[config.mk]
export PLATFORM = sky130hd
export DESIGN_NAME = frame_buffer_manager
export DESIGN_NICKNAME = d
export VERILOG_FILES = /design/src/rtl/frame_buffer_manager_pkg.sv /design/src/rtl/frame_buffer_manager.sv
export SDC_FILE = /design/constraint.sdc
export NUM_CORES = 1
export LEC_CHECK = 0
export ABC_AREA = 1
export CORE_MARGIN = 1.5
export CORE_UTILIZATION = 29
export DETAILED_ROUTE_END_ITERATION = 6
export SLEW_MARGIN = 10
export SYNTH_ARGS = -nofsm -noshare
export SYNTH_HDL_FRONTEND = slang
export SYNTH_SLANG_ARGS = --single-unit
[constraint.sdc]
create_clock -name clk -period 1.5 [get_ports clk]
set_clock_uncertainty 0.2 [all_clocks]
set_input_delay 0.3 -clock clk [delete_from_list [all_inputs] [get_ports clk]]
set_output_delay 0.3 -clock clk [all_outputs]
set_load 0.005 [all_outputs]
[src/rtl/frame_buffer_manager_pkg.sv]
`default_nettype none
// ============================================================================
//  Module      : frame_buffer_manager_pkg
//  Description : Shared types and reset constants for the triple-buffer manager.
//  Revision    : 1.0 - initial release
// ============================================================================
package frame_buffer_manager_pkg;

    typedef logic [1:0] buf_idx_t;

    typedef enum logic [0:0] {
        W_IDLE = 1'b0,
        W_BUSY = 1'b1
    } wr_state_t;

    typedef enum logic [0:0] {
        R_IDLE = 1'b0,
        R_BUSY = 1'b1
    } rd_state_t;

    localparam buf_idx_t c_rst_wr_idx    = 2'd0;
    localparam buf_idx_t c_rst_ready_idx = 2'd1;
    localparam buf_idx_t c_rst_rd_idx    = 2'd2;

endpackage
`default_nettype wire

[src/rtl/frame_buffer_manager.sv]
`default_nettype none
// ============================================================================
//  Module      : frame_buffer_manager
//  Description : Triple-buffer arbiter between an HDMI capture writer and a DSI
//                reader; hands out registered frame base addresses.
//  Revision    : 1.0 - initial release
// ============================================================================
module frame_buffer_manager
    import frame_buffer_manager_pkg::*;
#(
    parameter logic [31:0] BASE_ADDR   = 32'h0000_0000,
    parameter logic [31:0] FRAME_BYTES = 32'h000E_1000
) (
    input  logic        clk,
    input  logic        rst_n,
    input  logic        enable,
    input  logic        wr_frame_start,
    input  logic        wr_frame_done,
    input  logic        rd_frame_start,
    input  logic        rd_frame_done,
    output logic [31:0] wr_base_addr,
    output logic        wr_base_valid,
    output logic [31:0] rd_base_addr,
    output logic        rd_base_valid,
    output logic        rd_repeat,
    output logic [15:0] dropped_cnt
);

    localparam logic [31:0] c_addr_0 = BASE_ADDR;
    localparam logic [31:0] c_addr_1 = BASE_ADDR + FRAME_BYTES;
    localparam logic [31:0] c_addr_2 = BASE_ADDR + (FRAME_BYTES << 1);

    function automatic logic [31:0] idx_addr(input buf_idx_t idx);
        case (idx)
            2'd1:    idx_addr = c_addr_1;
            2'd2:    idx_addr = c_addr_2;
            default: idx_addr = c_addr_0;
        endcase
    endfunction

    buf_idx_t    r_wr_idx, r_ready_idx, r_rd_idx;
    logic        r_fresh, r_have_frame;
    wr_state_t   r_wr_state;
    rd_state_t   r_rd_state;
    logic [15:0] r_dropped_cnt;
    logic [31:0] r_wr_base_addr, r_rd_base_addr;
    logic        r_wr_base_valid, r_rd_base_valid, r_rd_repeat;

    buf_idx_t    w_wr_idx, w_ready_idx, w_rd_idx;
    logic        w_fresh, w_have_frame, w_drop;
    wr_state_t   w_wr_state;
    rd_state_t   w_rd_state;
    logic        w_rd_valid, w_rd_repeat;

    // Writer resolves first so a same-cycle read picks up the frame just completed.
    always_comb begin
        w_wr_idx     = r_wr_idx;
        w_ready_idx  = r_ready_idx;
        w_rd_idx     = r_rd_idx;
        w_fresh      = r_fresh;
        w_have_frame = r_have_frame;
        w_wr_state   = r_wr_state;
        w_rd_state   = r_rd_state;
        w_drop       = 1'b0;
        w_rd_valid   = r_rd_base_valid;
        w_rd_repeat  = r_rd_repeat;

        if (r_wr_state == W_BUSY && wr_frame_done) begin
            w_wr_idx     = r_ready_idx;
            w_ready_idx  = r_wr_idx;
            w_fresh      = 1'b1;
            w_have_frame = 1'b1;
            w_drop       = r_fresh;
            w_wr_state   = W_IDLE;
        end
        if (wr_frame_start) begin
            w_wr_state = W_BUSY;
        end

        if (rd_frame_start) begin
            w_rd_state = R_BUSY;
            w_rd_valid = w_have_frame;
            if (w_fresh) begin
                w_rd_idx    = w_ready_idx;
                w_ready_idx = r_rd_idx;
                w_fresh     = 1'b0;
                w_rd_repeat = 1'b0;
            end else begin
                w_rd_repeat = 1'b1;
            end
        end else if (rd_frame_done) begin
            w_rd_state = R_IDLE;
        end
    end

    always_ff @(posedge clk) begin
        // Drop counter survives enable=0; only a real reset clears it.
        if (!rst_n) begin
            r_dropped_cnt <= 16'h0000;
        end else if (enable && w_drop && r_dropped_cnt != 16'hFFFF) begin
            r_dropped_cnt <= r_dropped_cnt + 16'd1;
        end

        if (!rst_n || !enable) begin
            r_wr_idx        <= c_rst_wr_idx;
            r_ready_idx     <= c_rst_ready_idx;
            r_rd_idx        <= c_rst_rd_idx;
            r_fresh         <= 1'b0;
            r_have_frame    <= 1'b0;
            r_wr_state      <= W_IDLE;
            r_rd_state      <= R_IDLE;
            r_wr_base_addr  <= c_addr_0;
            r_wr_base_valid <= 1'b0;
            r_rd_base_addr  <= c_addr_2;
            r_rd_base_valid <= 1'b0;
            r_rd_repeat     <= 1'b0;
        end else begin
            r_wr_idx        <= w_wr_idx;
            r_ready_idx     <= w_ready_idx;
            r_rd_idx        <= w_rd_idx;
            r_fresh         <= w_fresh;
            r_have_frame    <= w_have_frame;
            r_wr_state      <= w_wr_state;
            r_rd_state      <= w_rd_state;
            r_wr_base_addr  <= idx_addr(w_wr_idx);
            r_wr_base_valid <= (w_wr_state == W_BUSY);
            r_rd_base_addr  <= idx_addr(w_rd_idx);
            r_rd_base_valid <= w_rd_valid;
            r_rd_repeat     <= w_rd_repeat;
        end
    end

    assign wr_base_addr  = r_wr_base_addr;
    assign wr_base_valid = r_wr_base_valid;
    assign rd_base_addr  = r_rd_base_addr;
    assign rd_base_valid = r_rd_base_valid;
    assign rd_repeat     = r_rd_repeat;
    assign dropped_cnt   = r_dropped_cnt;

endmodule
`default_nettype wire

==> metrics.md <==
| Metric | Value |
|---|---|
| Outcome | finished with violations |
| Failing checks | negative setup slack |
| Internal power | 1.29 mW |
| Clock power share | 0.411 |
| Largest cells by area after synthesis | dfxtp_1 (33%), buf_4 (21%), nand2_1 (9.6%) |
| Die W | 86.7 um |
| GRT Total Usage | 0.133 |
| Diode count | 0 |
| Largest net degree at the start of global routing | 15 |
| Synthesized area per cell | 7.06 sq um |
| DR vias | 1905 |
| Starting Density | 0.299 |
| Antenna violations before repair | 0 |
| Kind of cell adding the most delay to the critical path | simple AND/OR/NAND/NOR gates |
| Worst Slack Setup Final | -0.0615 ns |
| Worst path max stage delay | 0.34 ns |
| Yosys warns | 0 |
| Post-synthesis cell type count | 29 |
| Clk buf depth | 2 |
| H-Tree Level Count | 2 |
| Total Power | 1.72 mW |
| DR pass1 iterations | 4 |
| Post-synth top area cell | dfxtp_1 |
| Dpl cells | 449 |
| Post-synthesis xor/xnor area fraction | 0.00431 |
| WP buf/inv | 2 |
| Yosys reg bits | 33 |
| Psw | 0.428 mW |
| Core area | 6790 sq um |
| DRC | 0 |
| Post-Route Utilization | 0.446 |
| Initial DRC Count | 60 |
| Power share of the combinational group | 0.076 |
| Die height | 86.7 um |
| Synth Area in Simple Gates | 0.283 |
| CP arrival | 1.59 ns |
| Switching share of power | 0.249 |
| Vias in the first global route | 1815 |
| Post-layout minimum cycle time | 1.56 ns |
| Congestion Overflow GR | 0 |
| Root Driver | clkbuf_8 |
| Max capacitance violation total | 0 |
| Port buffer count | 36 |
| Post-synth ARST share | 0 |
| Die area | 7520 sq um |
| Seq pwr share | 0.514 |
| Final WL | 4.88 mm |
| RSZ-0062 raised after global routing | true |
| Row cnt | 30 |
| Slew Viols, Final | 0 |
| Top cell by count, worst path | nand2_2 |
| Clock latency on the worst-skew pair | 0.30 ns |
| Hold-fix buffer count after cts | 0 |
| EDFF count, synth | 0 |
| Post-synthesis adder-cell area fraction | 0.0246 |
| Yosys top cell area share | 0.325 |
| Startpoint type of the worst setup path | register |
| Avg WL per Cell | 10.3 um |
| FMAX | 640 MHz |
| Clock slew at reported path FFs | 0.07 ns |
| Crit-path cells | buf_6 > nand2_4 > inv_2 > nand2_2 > nor2_4 > nand3_4 > nand3_2 > nand2_2 > nor2_1 |
| Clock Sinks | 33 |
| Worst-path fanout max | 8 |
| Number of CTS-inserted buffers | 5 |
| PD cells | 566 nW/um^2 |
| Largest family of logic cells by synthesized area | buffers and inverters |
| Syn Inst Count | 288 |
| Worst Path Required | 1.53 ns |
| Dpl ws | -0.561 ns |
| Total I/O pin count | 90 |
| Nets | 387 |
| TritonCTS clock tree | done |
| Top cells by count, synth | buf_4 (58), nand2_1 (52), nor2_1 (41) |
| Register area share after synthesis | 0.325 |
| First-pass GRT wire length | 7.85 mm |
| Mux cell area share after synthesis | 0 |
| Area grow syn2layout | 49.2% |
| Period utilization | 1.04 |
| Leak Pwr | 1.51 nW |
| Synth Area in Compound Gates | 0.0739 |
| GPL Wtd Cong | 0.853 |
| Drt via density | 4.04 |
| Final setup violation count | 15 |
| Post-synthesis cell area | 2030 sq um |
| Final instance count without filler cells | 472 |
| Top-count cell post-synth | buf_4 |
| Fin. Hold Viols | 0 |
| Predominant post-synthesis flop cell | dfxtp_1 |
| Endpoint type of the worst setup path | register |
| Min Hold Slack | 0.270 ns |
| Detailed-placement wirelength estimate | 3.37 mm |
| ANT nets after route | 0 |
| Share of layout cells above drive strength 1 | 0.383 |
| VDD IR max | 411 uV |
| Slowest CP cell | dfxtp_2 |
| Hold Path Class | register to register |
| Critical path type | register to register |
## registers in the layout, indices dropped and copies added (netlist names)
| register | cells |
|---|---|
| rd_base_addr | 3 |
| dropped_cnt | 16 |
| r_rd_idx | 2 |
| r_fresh | 1 |
| wr_base_addr | 3 |
| rd_base_valid | 1 |
| r_ready_idx | 2 |
| r_have_frame | 1 |
| rd_repeat | 1 |
| r_wr_idx | 2 |
| wr_base_valid | 1 |
## power groups by stage
| stage | logic, mW | registers, mW | clock network [mW] |
|---|---|---|---|
| finish | 0.130 | 0.881 | 0.705 |
| floorplan | 0.167 | 0.909 | 0 |
| detailed placement | 0.126 | 0.909 | 0 |
| CTS | 0.124 | 0.885 | 0.728 |
| global route | 0.153 | 0.881 | 0.769 |
| global placement | 0.124 | 0.909 | 0 |
## routing by layer
layer / routed length, um / GRT usage / vias to the layer above
met3: 235 / 0.0400 / 13
met1: 2030 / 0.149 / 868
met4: 122 / 0.0557 / 0
met2: 2490 / 0.236 / 65
met5: 0 / 0 / -
li1: - / - / 959
## per-stage QoR
stage,instance area [sq um],TNS [ns]
after floorplan,2240,-0.0766
after global placement,2560,-10.01
after detailed placement,2560,-10.80
after CTS,2900,-0.258
after global routing,3030,-1.86
final,3030,-0.435
## cell usage in the layout (no fill, tap or decap), types with 3 or more instances in the layout
master and count:
a21oi_1 6, a21oi_2 6, and2_1 3, buf_4 48, buf_6 8, clkbuf_8 6, clkdlybuf4s15_1 8, conb_1 52
dfxtp_1 15, dfxtp_2 14, dfxtp_4 4, dlygate4sd2_1 23, inv_1 26, inv_2 6, nand2_1 38, nand2_2 12
nand2_4 7, nand3_1 5, nand3_2 6, nand3_4 4, nand4_1 3, nor2_1 34, nor2_4 10, o21ai_0 6
o21ai_1 4
## tightest hold or removal path, cell delays in order, from the launching register on
cell and delay [ns]:
dfxtp_1 0.31, nor2_1 0.05, nor2_1 0.07
## layout make-up
cell class | count | area [sq um]
repair buffers | 90 | 757
fillers | 671 | 3760
clock inverters | 1 | 7.51
clock buffers | 6 | 82.6
inverters | 34 | 133
multi-input cells | 212 | 1240
flip-flops and latches | 33 | 693
well taps | 96 | 120
## logic make-up after synthesis
group,count (synthesis)
AOI/OAI and AO/OA,27
xor gates and xnor gates,1
adders and majority gates,4
buffers and inverters,95
DFF,33
other,1
and+or+nand+nor,127
## repair_timing
item,in CTS,in global routing
gates cloned,1,0
setup endpoints to repair,56,25
setup buffers,11,4
resized for setup,104,34
pin swaps,17,18
## final timing paths
check,startpoint,end,slack (ns),cells after the start
worst min register to register,r_have_frame$_SDFF_PP0_,r_have_frame$_SDFF_PP0_,0.27,2
worst min-delay path,r_have_frame$_SDFF_PP0_,r_have_frame$_SDFF_PP0_,0.27,2
worst max-delay path,dropped_cnt[4]$_SDFFE_PN0P_,dropped_cnt[4]$_SDFFE_PN0P_,-0.06,9
worst max register to register,dropped_cnt[4]$_SDFFE_PN0P_,dropped_cnt[4]$_SDFFE_PN0P_,-0.06,9
Note: power is estimated with default switching activity, not from simulation.
==> variant (same flow settings) <==
Put one more register stage on the output `dropped_cnt`, without a reset. The value now appears one clock later. The other outputs are not delayed to match.
--- a/src/rtl/frame_buffer_manager.sv
+++ b/src/rtl/frame_buffer_manager.sv
@@ -137,3 +137,5 @@
     assign rd_repeat     = r_rd_repeat;
-    assign dropped_cnt   = r_dropped_cnt;
+    always_ff @(posedge clk) begin
+        dropped_cnt <= r_dropped_cnt;
+    end
 
Check against the original RTL: not equivalent (a bounded check fails within 4 cycles, from zero or initial values and one cycle with rst_n low).
==> variant against the original RTL <==
The run still ends with negative setup slack left; core utilization shrank 3.2 points; setup slack lost 0.034 ns; via count shrank 1.1%; synthesized cell count grew 2.8%; critical path type unchanged; total power grew 29%; wire length shrank 3.2%; combinational power grew 15%; worst hold slack lost 0.072 ns; count of clock-buffer cells in the layout is the same; non-clock buffer count shrank 17; cell area grew 6.1%; sequential cell count grew 16; largest power group unchanged; area after synthesis grew 15%; first-iteration DRC count grew 33%.
==> variant: results (changes against the original RTL) <==
- The violation count after the first detailed-routing iteration was 80 (was 60).
* Combined area of the multi-input logic cells: 0.00126 mm^2 (was 0.00124 mm^2)
- Post-synthesis sequential area ratio: 42.0% (was 32.5%)
- The net total in the final layout was 375 (was 387).
* Worst reg2reg endpoint: r_dropped_cnt[2] (was dropped_cnt[4])
* Met3 usage in global routing: 1.97% (was 4.00%)
- Startpoint of the lowest-slack hold path: r_dropped_cnt[4] (was r_have_frame)
- Cells after synthesis: 296 (was 288)
- The post-placement setup slack came to -0.479 ns (was -0.561 ns).
* Routed wire length on met2: 2.47 mm (was 2.49 mm)
* Startpoint of the worst register-to-register path: r_dropped_cnt[1] (was dropped_cnt[4])
* First-pass GRT wire length: 7.26 mm (was 7.85 mm)
* Clk cell area share: 2.72% (was 2.97%)
- The number of placed instances with taps included is 447 (was 449).
* Post-CTS setup buffer count: 7 (was 11)
- The routed metal-1 wirelength was 1.86 mm (was 2.03 mm).
- Leading cell types by count after synthesis: 59 x sky130_fd_sc_hd__buf_4, 52 x sky130_fd_sc_hd__nand2_1, 49 x sky130_fd_sc_hd__dfxtp_1 (was 58 x sky130_fd_sc_hd__buf_4, 52 x sky130_fd_sc_hd__nand2_1, 41 x sky130_fd_sc_hd__nor2_1).
- The number of failing setup endpoints in the final timing report is 19 (was 15).
* Clock transition time at the flip-flop clock pins of the worst setup and hold paths: 0.09 ns (was 0.07 ns)
* Signal inverters: 26 (was 34)
- The number of vias in the routed layout is 1,884 (was 1,905).
- The summed negative setup slack over all endpoints came to -0.915 ns (was -0.435 ns).
* Violated checks: negative setup slack (unchanged)
- Final cell count without fillers: 467 (was 472)
- The met1 demand-to-capacity share in global routing was 11.9% (was 14.9%).
* CTS-repair resized insts: 92 (was 104)
- The final worst slack came to -0.0955 ns (was -0.0615 ns).
* Number of signal-net buffers in the layout: 73 (was 90)
- The maximum single-stage delay on the critical path was 0.37 ns (was 0.34 ns).
- Count of different cell masters after synthesis: 24 (was 29)
- The leakage power was 1.48 nW (was 1.51 nW).
- Routed Wire Length: 4.72 mm (was 4.88 mm)
- The post-place instance area came to 0.00273 mm^2 (was 0.00256 mm^2).
- Status: finished with violations (unchanged)
* Largest net degree at the start of global routing: 17 (was 15)
* Via count of the first global-routing pass: 1,719 (was 1,815)
- HPWL after detailed placement: 3.04 mm (was 3.37 mm)
- Parity-gate share of the synthesized area counting xor and xnor cells: 0% (was 0.431%)
- The clock network power share was 34.2% (was 41.1%).
- The post-synthesis adder-cell area fraction is 2.14% (was 2.46%).
[variant: cell count changes after synthesis, moves of 2 or more]
cell / before / now
sky130_fd_sc_hd__a21oi_1: 12 / 16
sky130_fd_sc_hd__and2_1: 3 / 0
sky130_fd_sc_hd__buf_6: 1 / 3
sky130_fd_sc_hd__dfxtp_1: 33 / 49
sky130_fd_sc_hd__inv_1: 30 / 26
sky130_fd_sc_hd__inv_2: 4 / 0
sky130_fd_sc_hd__nand2_2: 3 / 1
sky130_fd_sc_hd__nand3_1: 12 / 14
sky130_fd_sc_hd__nand4_1: 3 / 1
[variant: worst max path at each step]
stage / start / to
2_1_floorplan: r_dropped_cnt[0] / r_dropped_cnt[11]
3_3_place_gp: wr_frame_done / rd_base_addr[13]
3_5_place_dp: wr_frame_done / rd_base_addr[13]
4_1_cts: r_dropped_cnt[5] / r_dropped_cnt[3]
5_1_grt: r_dropped_cnt[1] / r_dropped_cnt[2]
6_report: r_dropped_cnt[1] / r_dropped_cnt[2]
